File: config.mk
export PLATFORM = sky130hd
export DESIGN_NAME = mem_arbiter
export DESIGN_NICKNAME = d
export VERILOG_FILES = /design/src/rtl/mem_pkg.sv /design/src/rtl/rr_arb2.sv /design/src/rtl/mem_arbiter.sv
export SDC_FILE = /design/constraint.sdc
export NUM_CORES = 1
export LEC_CHECK = 0
export ABC_AREA = 1
export CORE_MARGIN = 5
export CORE_UTILIZATION = 25
export DETAILED_ROUTE_END_ITERATION = 7
export PLACE_DENSITY_LB_ADDON = 0.1
export SLEW_MARGIN = 5
export SYNTH_ARGS = -nofsm -noshare
export SYNTH_HDL_FRONTEND = slang
export SYNTH_SLANG_ARGS = --single-unit
File: constraint.sdc
create_clock -name clock -period 2.1 [get_ports clock]
set_input_delay 0.42 -clock clock [delete_from_list [all_inputs] [get_ports clock]]
set_output_delay 0.42 -clock clock [all_outputs]
set_load 0.005 [all_outputs]
File: src/rtl/mem_pkg.sv
// Shared definitions for the two-port memory arbiter.
//   state_e        : arbiter FSM encoding (IDLE, RMW)
//   PORT_I, PORT_D : requester IDs; also the bit index of each port in the
//                    req/gnt vectors of rr_arb2 and the value held in prio.
package mem_pkg;

  typedef enum logic {
    IDLE = 1'b0,
    RMW  = 1'b1
  } state_e;

  localparam logic PORT_I = 1'b0;
  localparam logic PORT_D = 1'b1;

endpackage

File: src/rtl/rr_arb2.sv
// Two-way round-robin grant decision (purely combinational).
//   req[1:0]  in  : request per port, indexed by PORT_I / PORT_D
//   enable    in  : grants are only issued while high
//   prio      in  : port that wins when both request
//   gnt[1:0]  out : one-hot (or zero) grant vector
module rr_arb2
  import mem_pkg::*;
(
  input  logic [1:0] req,
  input  logic       enable,
  input  logic       prio,
  output logic [1:0] gnt
);

  always_comb begin
    gnt = 2'b00;
    if (enable) begin
      if (req[PORT_I] && (!req[PORT_D] || prio == PORT_I)) begin
        gnt[PORT_I] = 1'b1;
      end else if (req[PORT_D]) begin
        gnt[PORT_D] = 1'b1;
      end
    end
  end

endmodule

File: src/rtl/mem_arbiter.sv
// Arbitrates an instruction read port and a data load/store port onto a
// single-ported word memory with combinational read data.
//   clock, reset            : single clock, synchronous active-high reset
//   i_req/i_addr            : instruction read request (held until i_gnt)
//   i_gnt/i_rvalid/i_rdata  : grant, and read data one cycle after grant
//   d_req/d_we/d_be/d_addr/d_wdata : data request (held until d_gnt)
//   d_gnt/d_rvalid/d_rdata  : grant, and load data one cycle after grant
//   mem_we/mem_addr/mem_wdata/mem_rdata : word memory interface
// Partial stores are done as read (grant cycle) then write (RMW cycle).
module mem_arbiter
  import mem_pkg::*;
#(
  parameter int WORDSIZE = 4,
  parameter int MEMSIZE  = 32 * 1024,
  localparam int AW = $clog2(MEMSIZE),
  localparam int DW = WORDSIZE * 8
) (
  input  logic                clock,
  input  logic                reset,
  input  logic                i_req,
  input  logic [AW-1:0]       i_addr,
  output logic                i_gnt,
  output logic                i_rvalid,
  output logic [DW-1:0]       i_rdata,
  input  logic                d_req,
  input  logic                d_we,
  input  logic [WORDSIZE-1:0] d_be,
  input  logic [AW-1:0]       d_addr,
  input  logic [DW-1:0]       d_wdata,
  output logic                d_gnt,
  output logic                d_rvalid,
  output logic [DW-1:0]       d_rdata,
  output logic                mem_we,
  output logic [AW-1:0]       mem_addr,
  output logic [DW-1:0]       mem_wdata,
  input  logic [DW-1:0]       mem_rdata
);

  state_e              state_q, state_d;
  logic                prio_q, prio_d;
  logic                i_rvalid_q, i_rvalid_d;
  logic [DW-1:0]       i_rdata_q, i_rdata_d;
  logic                d_rvalid_q, d_rvalid_d;
  logic [DW-1:0]       d_rdata_q, d_rdata_d;
  logic [AW-1:0]       rmw_addr_q, rmw_addr_d;
  logic [WORDSIZE-1:0] rmw_be_q, rmw_be_d;
  logic [DW-1:0]       rmw_wdata_q, rmw_wdata_d;
  logic [DW-1:0]       rmw_old_q, rmw_old_d;
  logic [DW-1:0]       rmw_merged;
  logic [1:0]          req_vec, gnt_vec;
  logic                arb_en;

  // Byte-lane merge of the latched store data over the latched old word.
  for (genvar gi = 0; gi < WORDSIZE; gi++) begin : g_merge
    assign rmw_merged[8*gi +: 8] = rmw_be_q[gi] ? rmw_wdata_q[8*gi +: 8]
                                                : rmw_old_q[8*gi +: 8];
  end

  always_comb begin
    req_vec         = 2'b00;
    req_vec[PORT_I] = i_req;
    req_vec[PORT_D] = d_req;
  end

  // Grants only from IDLE and never while reset is asserted.
  assign arb_en = (state_q == IDLE) && !reset;

  rr_arb2 u_rr_arb2 (
    .req    (req_vec),
    .enable (arb_en),
    .prio   (prio_q),
    .gnt    (gnt_vec)
  );

  always_comb begin
    state_d     = state_q;
    prio_d      = prio_q;
    i_rvalid_d  = 1'b0;
    i_rdata_d   = i_rdata_q;
    d_rvalid_d  = 1'b0;
    d_rdata_d   = d_rdata_q;
    rmw_addr_d  = rmw_addr_q;
    rmw_be_d    = rmw_be_q;
    rmw_wdata_d = rmw_wdata_q;
    rmw_old_d   = rmw_old_q;
    i_gnt       = gnt_vec[PORT_I];
    d_gnt       = gnt_vec[PORT_D];
    mem_we      = 1'b0;
    mem_addr    = i_addr;
    mem_wdata   = d_wdata;

    if (state_q == RMW) begin
      // Reset abandons the pending write; the FSM register returns to IDLE.
      if (!reset) begin
        mem_we    = 1'b1;
        mem_addr  = rmw_addr_q;
        mem_wdata = rmw_merged;
      end
      state_d = IDLE;
    end else if (gnt_vec[PORT_I]) begin
      mem_addr   = i_addr;
      i_rvalid_d = 1'b1;
      i_rdata_d  = mem_rdata;
      prio_d     = PORT_D;
    end else if (gnt_vec[PORT_D]) begin
      mem_addr = d_addr;
      prio_d   = PORT_I;
      if (!d_we) begin
        d_rvalid_d = 1'b1;
        d_rdata_d  = mem_rdata;
      end else if (&d_be) begin
        mem_we = 1'b1;
      end else if (|d_be) begin
        // Read phase of a partial store: capture the old word now.
        rmw_addr_d  = d_addr;
        rmw_be_d    = d_be;
        rmw_wdata_d = d_wdata;
        rmw_old_d   = mem_rdata;
        state_d     = RMW;
      end
    end
  end

  always_ff @(posedge clock) begin
    if (reset) begin
      state_q     <= IDLE;
      prio_q      <= PORT_I;
      i_rvalid_q  <= 1'b0;
      i_rdata_q   <= '0;
      d_rvalid_q  <= 1'b0;
      d_rdata_q   <= '0;
      rmw_addr_q  <= '0;
      rmw_be_q    <= '0;
      rmw_wdata_q <= '0;
      rmw_old_q   <= '0;
    end else begin
      state_q     <= state_d;
      prio_q      <= prio_d;
      i_rvalid_q  <= i_rvalid_d;
      i_rdata_q   <= i_rdata_d;
      d_rvalid_q  <= d_rvalid_d;
      d_rdata_q   <= d_rdata_d;
      rmw_addr_q  <= rmw_addr_d;
      rmw_be_q    <= rmw_be_d;
      rmw_wdata_q <= rmw_wdata_d;
      rmw_old_q   <= rmw_old_d;
    end
  end

  // A valid still in flight when reset arrives is suppressed immediately.
  assign i_rvalid = i_rvalid_q && !reset;
  assign d_rvalid = d_rvalid_q && !reset;
  assign i_rdata  = i_rdata_q;
  assign d_rdata  = d_rdata_q;

endmodule

Word level (Yosys, flattened, before mapping)
Index checks and enable logic that the tools add are counted.

storage, ports and cells
  register bits after elaboration = 151
  output and inout port bits = 116

operators by class
  mux-type cells = 25
  bitwise gates (word level) = 6
  reductions and logical operators = 17

operator list
  kind                 number
  $mux W32             2
  $mux W15             4
  $mux W8              4
  $mux W1              14
  $reduce_and A4 Y1    2
  $reduce_or A4 Y1     2
  $not A1 Y1           6
  $reduce_and A6 Y1    1
  $reduce_or A6 Y1     1
  $logic_and A1 B1 Y1  4
  $reduce_and A2 Y1    2
  $logic_not A1 Y1     2
  $mux W2              1
  $reduce_bool A2 Y1   1
  $reduce_or A2 Y1     1
  $logic_or A1 B1 Y1   1

Depth between registers and ports, before layout
Gate-level depths: netlist (run 1).

  depth in word-level cells = 8
  mapped depth = 10
  depth with buffers taken out = 8

Modules after synthesis
From an unflattened synthesis (run 1), not the netlist that was laid out.

unflattened totals
  cells, all modules = 1,178
  area, all modules = 7,495.9 µm²

modules (own cells, without submodules)
  module       times used  cells an instance  area each (µm²)  sequential area each (µm²)
  mem_arbiter  1           1,172              7,463.4          3,022.9
  rr_arb2      1           6                  32.5             0.0

Least setup slack after synthesis (run 1)
Ideal clock, no wire load.

  path kind = input-to-output
  from = input reset
  to = output mem_we
  data arrival time = 1,377 ps
  setup slack = 303 ps
  stages on the path = 7
  path buffers = 2
  path through = buf_2 -> nor2_4 -> inv_2 -> nor2_1 -> nand2_1 -> clkbuf_1 -> o31ai_1

on the way
  word-level cells in the longest chain between the ends = 6

RTL lines
  what                 line                RTL
  from (decl)          mem_arbiter.sv:19   input logic reset,
  $logic_not A1 Y1     mem_arbiter.sv:66   assign arb_en = (state_q == IDLE) && !reset;
  $logic_and A1 B1 Y1  mem_arbiter.sv:66
  $mux W2              rr_arb2.sv:17       if (enable) begin
  $mux W1              mem_arbiter.sv:105  end else if (gnt_vec[PORT_D]) begin
  $mux W1              mem_arbiter.sv:100  end else if (gnt_vec[PORT_I]) begin
  $mux W1 (*)          mem_arbiter.sv:92   if (state_q == RMW) begin
  to (decl)            mem_arbiter.sv:33   output logic mem_we,

Mark *: on every way between the ends. The rest lies on a longest branch, timed or not.

Final worst setup path (run 1)
  from = register state_q
  to = output mem_addr[7]

on the way
  word-level cells in the longest chain between the ends = 6

RTL lines
  what                         line                RTL
  from (decl)                  mem_arbiter.sv:39   state_e state_q, state_d;
  from (signal assigned)       mem_arbiter.sv:137  state_q <= state_d;
  $not A1 Y1 (no source line)  -
  $logic_and A1 B1 Y1          mem_arbiter.sv:66
  $mux W2                      rr_arb2.sv:17
  $mux W15                     mem_arbiter.sv:105
  $mux W15                     mem_arbiter.sv:100
  $mux W15 (*)                 mem_arbiter.sv:92
  to (decl)                    mem_arbiter.sv:34   output logic [AW-1:0] mem_addr,

Marked as above.

==> impl_metrics.env, run 1 <==
export IMPL_status="complete, but fails checks"
export IMPL_failed_checks="setup timing"
export IMPL_antenna_found_initial=0
export IMPL_final_cells=1662
export IMPL_drv_cap=0
export IMPL_synthTopCellsByArea="dfxtp_1 (43%), a21oi_1 (10%), nand3_1 (8.3%)"
export IMPL_highest_layer="met4"
export IMPL_combPwrFrac=0.158
export IMPL_via_per_inst=4.44
export IMPL_drive_above_1_share=0.198
export IMPL_switching_share=0.262
export IMPL_root_buffer="clkbuf_16"
export IMPL_period_minus_slack_ns=2.15
export IMPL_crit_path_frequent_cell="buf_6"
export IMPL_ys_types=21
export IMPL_finalWorstSetupSlack_ns=-0.0456
export IMPL_cts_tree="yes"
export IMPL_pre_cts_ws_ns=-0.566
export IMPL_grt_pass1_wl_mm=41.0
export IMPL_grt_max_degree=66
export IMPL_path_delay_family="buffers and inverters"
export IMPL_p_leak_nw=4.45
export IMPL_io_pins=219
export IMPL_core_um2=27700
export IMPL_drcViolationCount=0
export IMPL_cts_hold_buf=0
export IMPL_clkSlewWorstSetupHoldPaths_ns=0.07
export IMPL_numCtsBuffers=17
export IMPL_crit_type="reg -> out"
export IMPL_yosysTopAreaCellShare=0.433
export IMPL_hold_class="reg -> reg"
export IMPL_internal_power_mw=5.47
export IMPL_antenna_cells=0
export IMPL_start_util=0.252
export IMPL_drv_slew=0
export IMPL_synth_seq_cells=151
export IMPL_slew_headroom=0.618
export IMPL_worstPathCellList="nor2_4 > inv_2 > buf_6 > nor2_4 > buf_6 > buf_6 > nor2_1 > o22ai_1 > buf_2"
export IMPL_p_clk_frac=0.429
export IMPL_routed_wirelength_mm=25.8
export IMPL_synth_cells=1031
export IMPL_synth_top_area_cell="dfxtp_1"
export IMPL_ys_seq_area_frac=0.433
export IMPL_fp_dieW_um=177
export IMPL_vias=7373
export IMPL_synth_warnings=0
export IMPL_drt_wirelength_per_cell_um=15.5
export IMPL_grt_remaining_overflow=0
export IMPL_fin_crit_sh=1.02
export IMPL_drtIter0Drc=517
export IMPL_final_hold_viol_count=0
export IMPL_clock_path_buffers=2
export IMPL_p_seq_frac=0.413
export IMPL_p_per_area_nw_per_um2=677
export IMPL_start_kind="flip-flop"
export IMPL_avgSynthCellArea_um2=6.77
export IMPL_layout_commonest_cell="clkdlybuf4s50_1"
export IMPL_finalPower_mw=7.41
export IMPL_setup_violations=3
export IMPL_grt_pass1_vias=7355
export IMPL_cts_max_level=4
export IMPL_max_stage_delay_ns=0.37
export IMPL_synthToLayoutAreaGrowth_pct=56.9
export IMPL_numPortBuffers=218
export IMPL_wl_met2_mm=10.9
export IMPL_wl_met1_mm=12.9
export IMPL_wl_met3_mm=1.80
export IMPL_max_clock_freq_ghz=0.466
export IMPL_netSwitchingPower_mw=1.94
export IMPL_dr_pass1_iters=4
export IMPL_drtAntennaViolNets=0
export IMPL_rows=61
export IMPL_final_net_count=1374
export IMPL_clock_latency_ns=0.42
export IMPL_final_cell_mix="clkdlybuf4s50_1 (165), nand2_1 (150), dfxtp_1 (148)"
export IMPL_r2r_slack_ns=0.26
export IMPL_arrival_ns=1.73
export IMPL_rsz0062_at_grt="yes"
export IMPL_peakVddDrop_uv=452
export IMPL_dp_hpwl_mm=18.5
export IMPL_worstMarginPinSlew_ns=0.573
export IMPL_critPathBufInv=5
export IMPL_place_inst=1612
export IMPL_critPathSlowestCell="dfxtp_4"
export IMPL_synth_nets=1134
export IMPL_fp_dieH_um=177
export IMPL_dieArea_um2=31300
export IMPL_cp_end_kind="primary output"
export IMPL_syn_cell_area_um2=6980
export IMPL_clock_sink_count=151
export IMPL_gp_congestion=0.771
export IMPL_grt_use_total=0.164
export IMPL_fin_skew_ns=0.0118
export IMPL_cp_required_ns=1.68
export IMPL_critPathMaxFanout=8
tightest hold or removal path, stage by stage (launching register included):
cell and delay, ns:
dfxtp_1 0.31, nand2_1 0.06, a21oi_1 0.05
cells by family after synthesis:
logic type	count (synthesis)	synth area share
and+or+nand+nor	410	0.247
DFF	151	0.433
AOI/OAI and AO/OA	274	0.203
buffers and inverters	196	0.117
flip-flops by register name, summed over array words and instances (netlist names):
| signal | cells |
|---|---|
| d_rvalid_q | 1 |
| state_q | 1 |
| rmw_be_q | 4 |
| i_rvalid_q | 1 |
| rmw_addr_q | 15 |
| d_rdata | 32 |
| rmw_wdata_q | 32 |
| prio_q | 1 |
| i_rdata | 32 |
| rmw_old_q | 32 |
Yosys cell counts, drive strengths merged:
master    n
o21ai   102
inv     111
nor2    136
dfxtp   151
nand4     3
o31ai     1
o22ai    31
clkinv    1
a21oi   140
buf      32
clkbuf   52
nor3b     1
nand2   154
nand3   116
layer usage:
layer | up-vias | global-route usage
met1 | 3361 | 0.236
met2 | 157 | 0.241
met5 | - | 0
li1 | 3845 | -
met3 | 10 | 0.0543
met4 | 0 | 0.0322
stage by stage:
stage	hold WS, ns	area, um2	TNS (ns)	utilization
4_1_cts	0.470	10700	-1.62	0.385
6_report	0.466	10900	-0.0870	0.395
5_1_grt	0.490	10900	-2.10	0.395
2_1_floorplan	0.446	6980	0	-
3_3_place_gp	0.452	9920	-24.29	0.358
3_5_place_dp	0.458	9920	-24.98	0.358
area by class of cell:
cell class | count | area (um2)
clock buffer | 18 | 429
clock inverter | 14 | 173
fill | 2941 | 16800
inverter | 112 | 433
multi-input combinational | 684 | 3550
sequential | 151 | 3030
tap | 378 | 473
timing repair buffer | 305 | 2860
power by group through the flow:
stage                     clock network [mW]  registers [mW]  logic (mW)
after floorplan                            0            3.11       0.456
after global placement                     0            3.12        1.16
after detailed placement                   0            3.12        1.16
after CTS                               3.28            3.06        1.15
after global routing                    3.40            3.08        1.30
final                                   3.18            3.06        1.17
path summary, 6_finish.rpt:
kind                                          startpoint                        to  cells after the start
worst max-delay path                  state_q$_SDFF_PP0_               mem_addr[7]                      9
worst min-delay path            d_rdata[24]$_SDFFE_PP0P_  d_rdata[24]$_SDFFE_PP0P_                      2
worst max register to register        state_q$_SDFF_PP0_   d_rdata[4]$_SDFFE_PP0P_                     13
worst min register to register  d_rdata[24]$_SDFFE_PP0P_  d_rdata[24]$_SDFFE_PP0P_                      2
what timing repair did:
action / in CTS / in global routing
gates cloned: 3 / 1
endpoints found under the setup margin: 50 / 48
resized for setup: 273 / 97
buffers inserted: 17 / 2
pin swaps: 23 / 29
Power figures use the tool's default switching activity.
==> inputs of run 2 (changes only) <==
--- a/config.mk
+++ b/config.mk
@@ -6,6 +6,8 @@
 export NUM_CORES = 1
 export LEC_CHECK = 0
 export ABC_AREA = 1
+export ABC_CLOCK_PERIOD_IN_PS = 2100
+export CAP_MARGIN = 20
 export CORE_MARGIN = 5
 export CORE_UTILIZATION = 25
 export DETAILED_ROUTE_END_ITERATION = 7
==> results of run 2 <==
Same layout as run 1: the final DEF is identical, and so are final timing and power.
==> inputs of run 3 (changes only) <==
--- a/config.mk
+++ b/config.mk
@@ -8,7 +8,6 @@
 export ABC_AREA = 1
 export ABC_CLOCK_PERIOD_IN_PS = 2100
 export CAP_MARGIN = 20
-export CORE_MARGIN = 5
 export CORE_UTILIZATION = 25
 export DETAILED_ROUTE_END_ITERATION = 7
 export PLACE_DENSITY_LB_ADDON = 0.1
==> run 3 against run 2 <==
Net effect:
- setup slack got worse by 0.065 ns
- via count decreased by 0.47%
- combinational power about the same
- flip-flop and latch count unchanged
- die area decreased by 8.8%
- critical endpoint unchanged
- largest power group unchanged
- the run still ends with setup timing left
- total power decreased by 1.4%
- sequential share of layout area increased by 0.39 points
==> impl_metrics.env, run 3 (same netlist as run 1, synthesis figures left out) <==
export IMPL_netSwitchingPower_mw=1.92
export IMPL_clock_path_buffers=2
export IMPL_fin_skew_ns=0.0133
export IMPL_p_per_area_nw_per_um2=678
export IMPL_critPathSlowestCell="dfxtp_2"
export IMPL_dr_pass1_iters=5
export IMPL_r2r_cells=9
export IMPL_worstMarginPinSlew_ns=0.560
export IMPL_min_to="d_rdata[11]$_SDFFE_PP0P_"
export IMPL_grt_pass1_wl_mm=38.2
export IMPL_r2r_slack_ns=0.34
export IMPL_routed_wirelength_mm=24.8
export IMPL_root_buffer="clkbuf_16"
export IMPL_final_cell_mix="clkdlybuf4s50_1 (166), nand2_1 (150), dfxtp_1 (149)"
export IMPL_min_delay_start="d_rdata[11]$_SDFFE_PP0P_"
export IMPL_numPortBuffers=218
export IMPL_status="complete, but fails checks"
export IMPL_switching_share=0.262
export IMPL_period_minus_slack_ns=2.21
export IMPL_antenna_cells=0
export IMPL_final_cells=1654
export IMPL_grt_use_total=0.171
export IMPL_hold_ws_ns=0.464
export IMPL_max_stage_delay_ns=0.34
export IMPL_clock_sink_count=151
export IMPL_crit_type="reg -> out"
export IMPL_drive_above_1_share=0.179
export IMPL_holdPathStages=2
export IMPL_cts_max_level=4
export IMPL_layout_commonest_cell="clkdlybuf4s50_1"
export IMPL_gp_congestion=0.752
export IMPL_cts_hold_buf=0
export IMPL_drtIter0Drc=534
export IMPL_finalWorstSetupSlack_ns=-0.110
export IMPL_final_net_count=1372
export IMPL_drv_cap=0
export IMPL_hold_class="reg -> reg"
export IMPL_antenna_found_initial=0
export IMPL_setup_violations=19
export IMPL_clock_latency_ns=0.42
export IMPL_drt_wirelength_per_cell_um=15.0
export IMPL_rr_endpoint="rmw_old_q[18]$_SDFFE_PP0P_"
export IMPL_cp_required_ns=1.68
export IMPL_drtAntennaViolNets=0
export IMPL_vias=7338
export IMPL_fin_crit_sh=1.05
export IMPL_synthToLayoutAreaGrowth_pct=54.5
export IMPL_rows=60
export IMPL_final_hold_viol_count=0
export IMPL_arrival_ns=1.79
export IMPL_p_clk_frac=0.423
export IMPL_via_per_inst=4.44
export IMPL_critPathBufInv=5
export IMPL_grt_max_degree=92
export IMPL_r2r_start="state_q$_SDFF_PP0_"
export IMPL_slew_headroom=0.627
export IMPL_io_pins=219
export IMPL_worstPathCellList="buf_6 > nor2_4 > inv_2 > nor2_4 > nand2_4 > buf_8 > buf_6 > o21ai_2 > o22ai_1 > buf_2"
export IMPL_path_delay_family="buffers and inverters"
export IMPL_peakVddDrop_uv=376
export IMPL_drv_slew=0
export IMPL_cp_end_kind="primary output"
export IMPL_start_util=0.257
export IMPL_combPwrFrac=0.158
export IMPL_grt_pass1_vias=6793
export IMPL_core_um2=27200
export IMPL_fp_dieW_um=169
export IMPL_dp_hpwl_mm=17.4
export IMPL_grt_remaining_overflow=0
export IMPL_drcViolationCount=0
export IMPL_max_clock_freq_ghz=0.452
export IMPL_cts_tree="yes"
export IMPL_failed_checks="setup timing"
export IMPL_dieArea_um2=28600
export IMPL_place_inst=1603
export IMPL_start_kind="flip-flop"
export IMPL_internal_power_mw=5.39
export IMPL_rsz0062_at_grt="yes"
export IMPL_critPathMaxFanout=5
export IMPL_p_leak_nw=4.45
export IMPL_fp_dieH_um=169
export IMPL_p_seq_frac=0.419
export IMPL_numCtsBuffers=17
export IMPL_clkSlewWorstSetupHoldPaths_ns=0.07
==> run 3: how the worst max path moves through the flow <==
stage / start / to / slack, ns / cells after the start
2_1_floorplan: reset / mem_we / 0.30 / 7
3_5_place_dp: d_req / mem_addr[9] / -0.49 / 9
3_3_place_gp: d_req / mem_addr[10] / -0.44 / 9
6_report: state_q$_SDFF_PP0_ / mem_addr[7] / -0.11 / 10
5_1_grt: state_q$_SDFF_PP0_ / mem_addr[5] / -0.21 / 10
4_1_cts: state_q$_SDFF_PP0_ / mem_wdata[10] / -0.18 / 7
==> run 3: worst min-delay path, stage by stage (launching register included) <==
cell,delay [ns]
dfxtp_1,0.31
nand2_1,0.06
a21oi_1,0.05
==> run 3: power groups by stage <==
stage	logic, mW	clock network (mW)	registers (mW)
after CTS	1.12	3.18	3.06
after floorplan	0.456	0	3.11
after global placement	1.14	0	3.12
final	1.15	3.09	3.06
after global routing	1.28	3.33	3.08
after detailed placement	1.14	0	3.12
==> run 3: timing repair <==
| item | in CTS | in global routing |
|---|---|---|
| pin swaps | 12 | 18 |
| resized for setup | 156 | 153 |
| setup endpoints to repair | 50 | 48 |
| setup buffers | 7 | 10 |
| gates cloned | 1 | 2 |
==> run 3: final cells by class <==
cell class | count | area (um2)
clock buffers | 19 | 443
inverters | 112 | 425
clock inverters | 13 | 145
fillers | 2925 | 16400
flip-flops and latches | 151 | 3030
multi-input cells | 684 | 3390
repair buffers | 303 | 2890
well taps | 372 | 465
==> run 3: per-stage QoR <==
| step | setup WS (ns) | power (mW) | TNS, ns | cell area (um2) | utilization |
|---|---|---|---|---|---|
| 2_1_floorplan | 0.303 | 3.57 | 0 | 6980 | - |
| 3_3_place_gp | -0.441 | 4.26 | -21.83 | 9850 | 0.363 |
| 3_5_place_dp | -0.488 | 4.26 | -26.11 | 9850 | 0.363 |
| 4_1_cts | -0.185 | 7.36 | -3.73 | 10500 | 0.387 |
| 5_1_grt | -0.214 | 7.69 | -3.24 | 10800 | 0.397 |
| 6_report | -0.110 | 7.31 | -1.25 | 10800 | 0.397 |
==> run 3: per-layer routing <==
layer  vias to the layer above  GRT usage  share of wire
li1                       3852          -              -
met1                      3297      0.253           0.52
met2                       177      0.241           0.41
met3                        12     0.0461          0.062
met4                         0     0.0423         0.0072
met5                         -          0              0
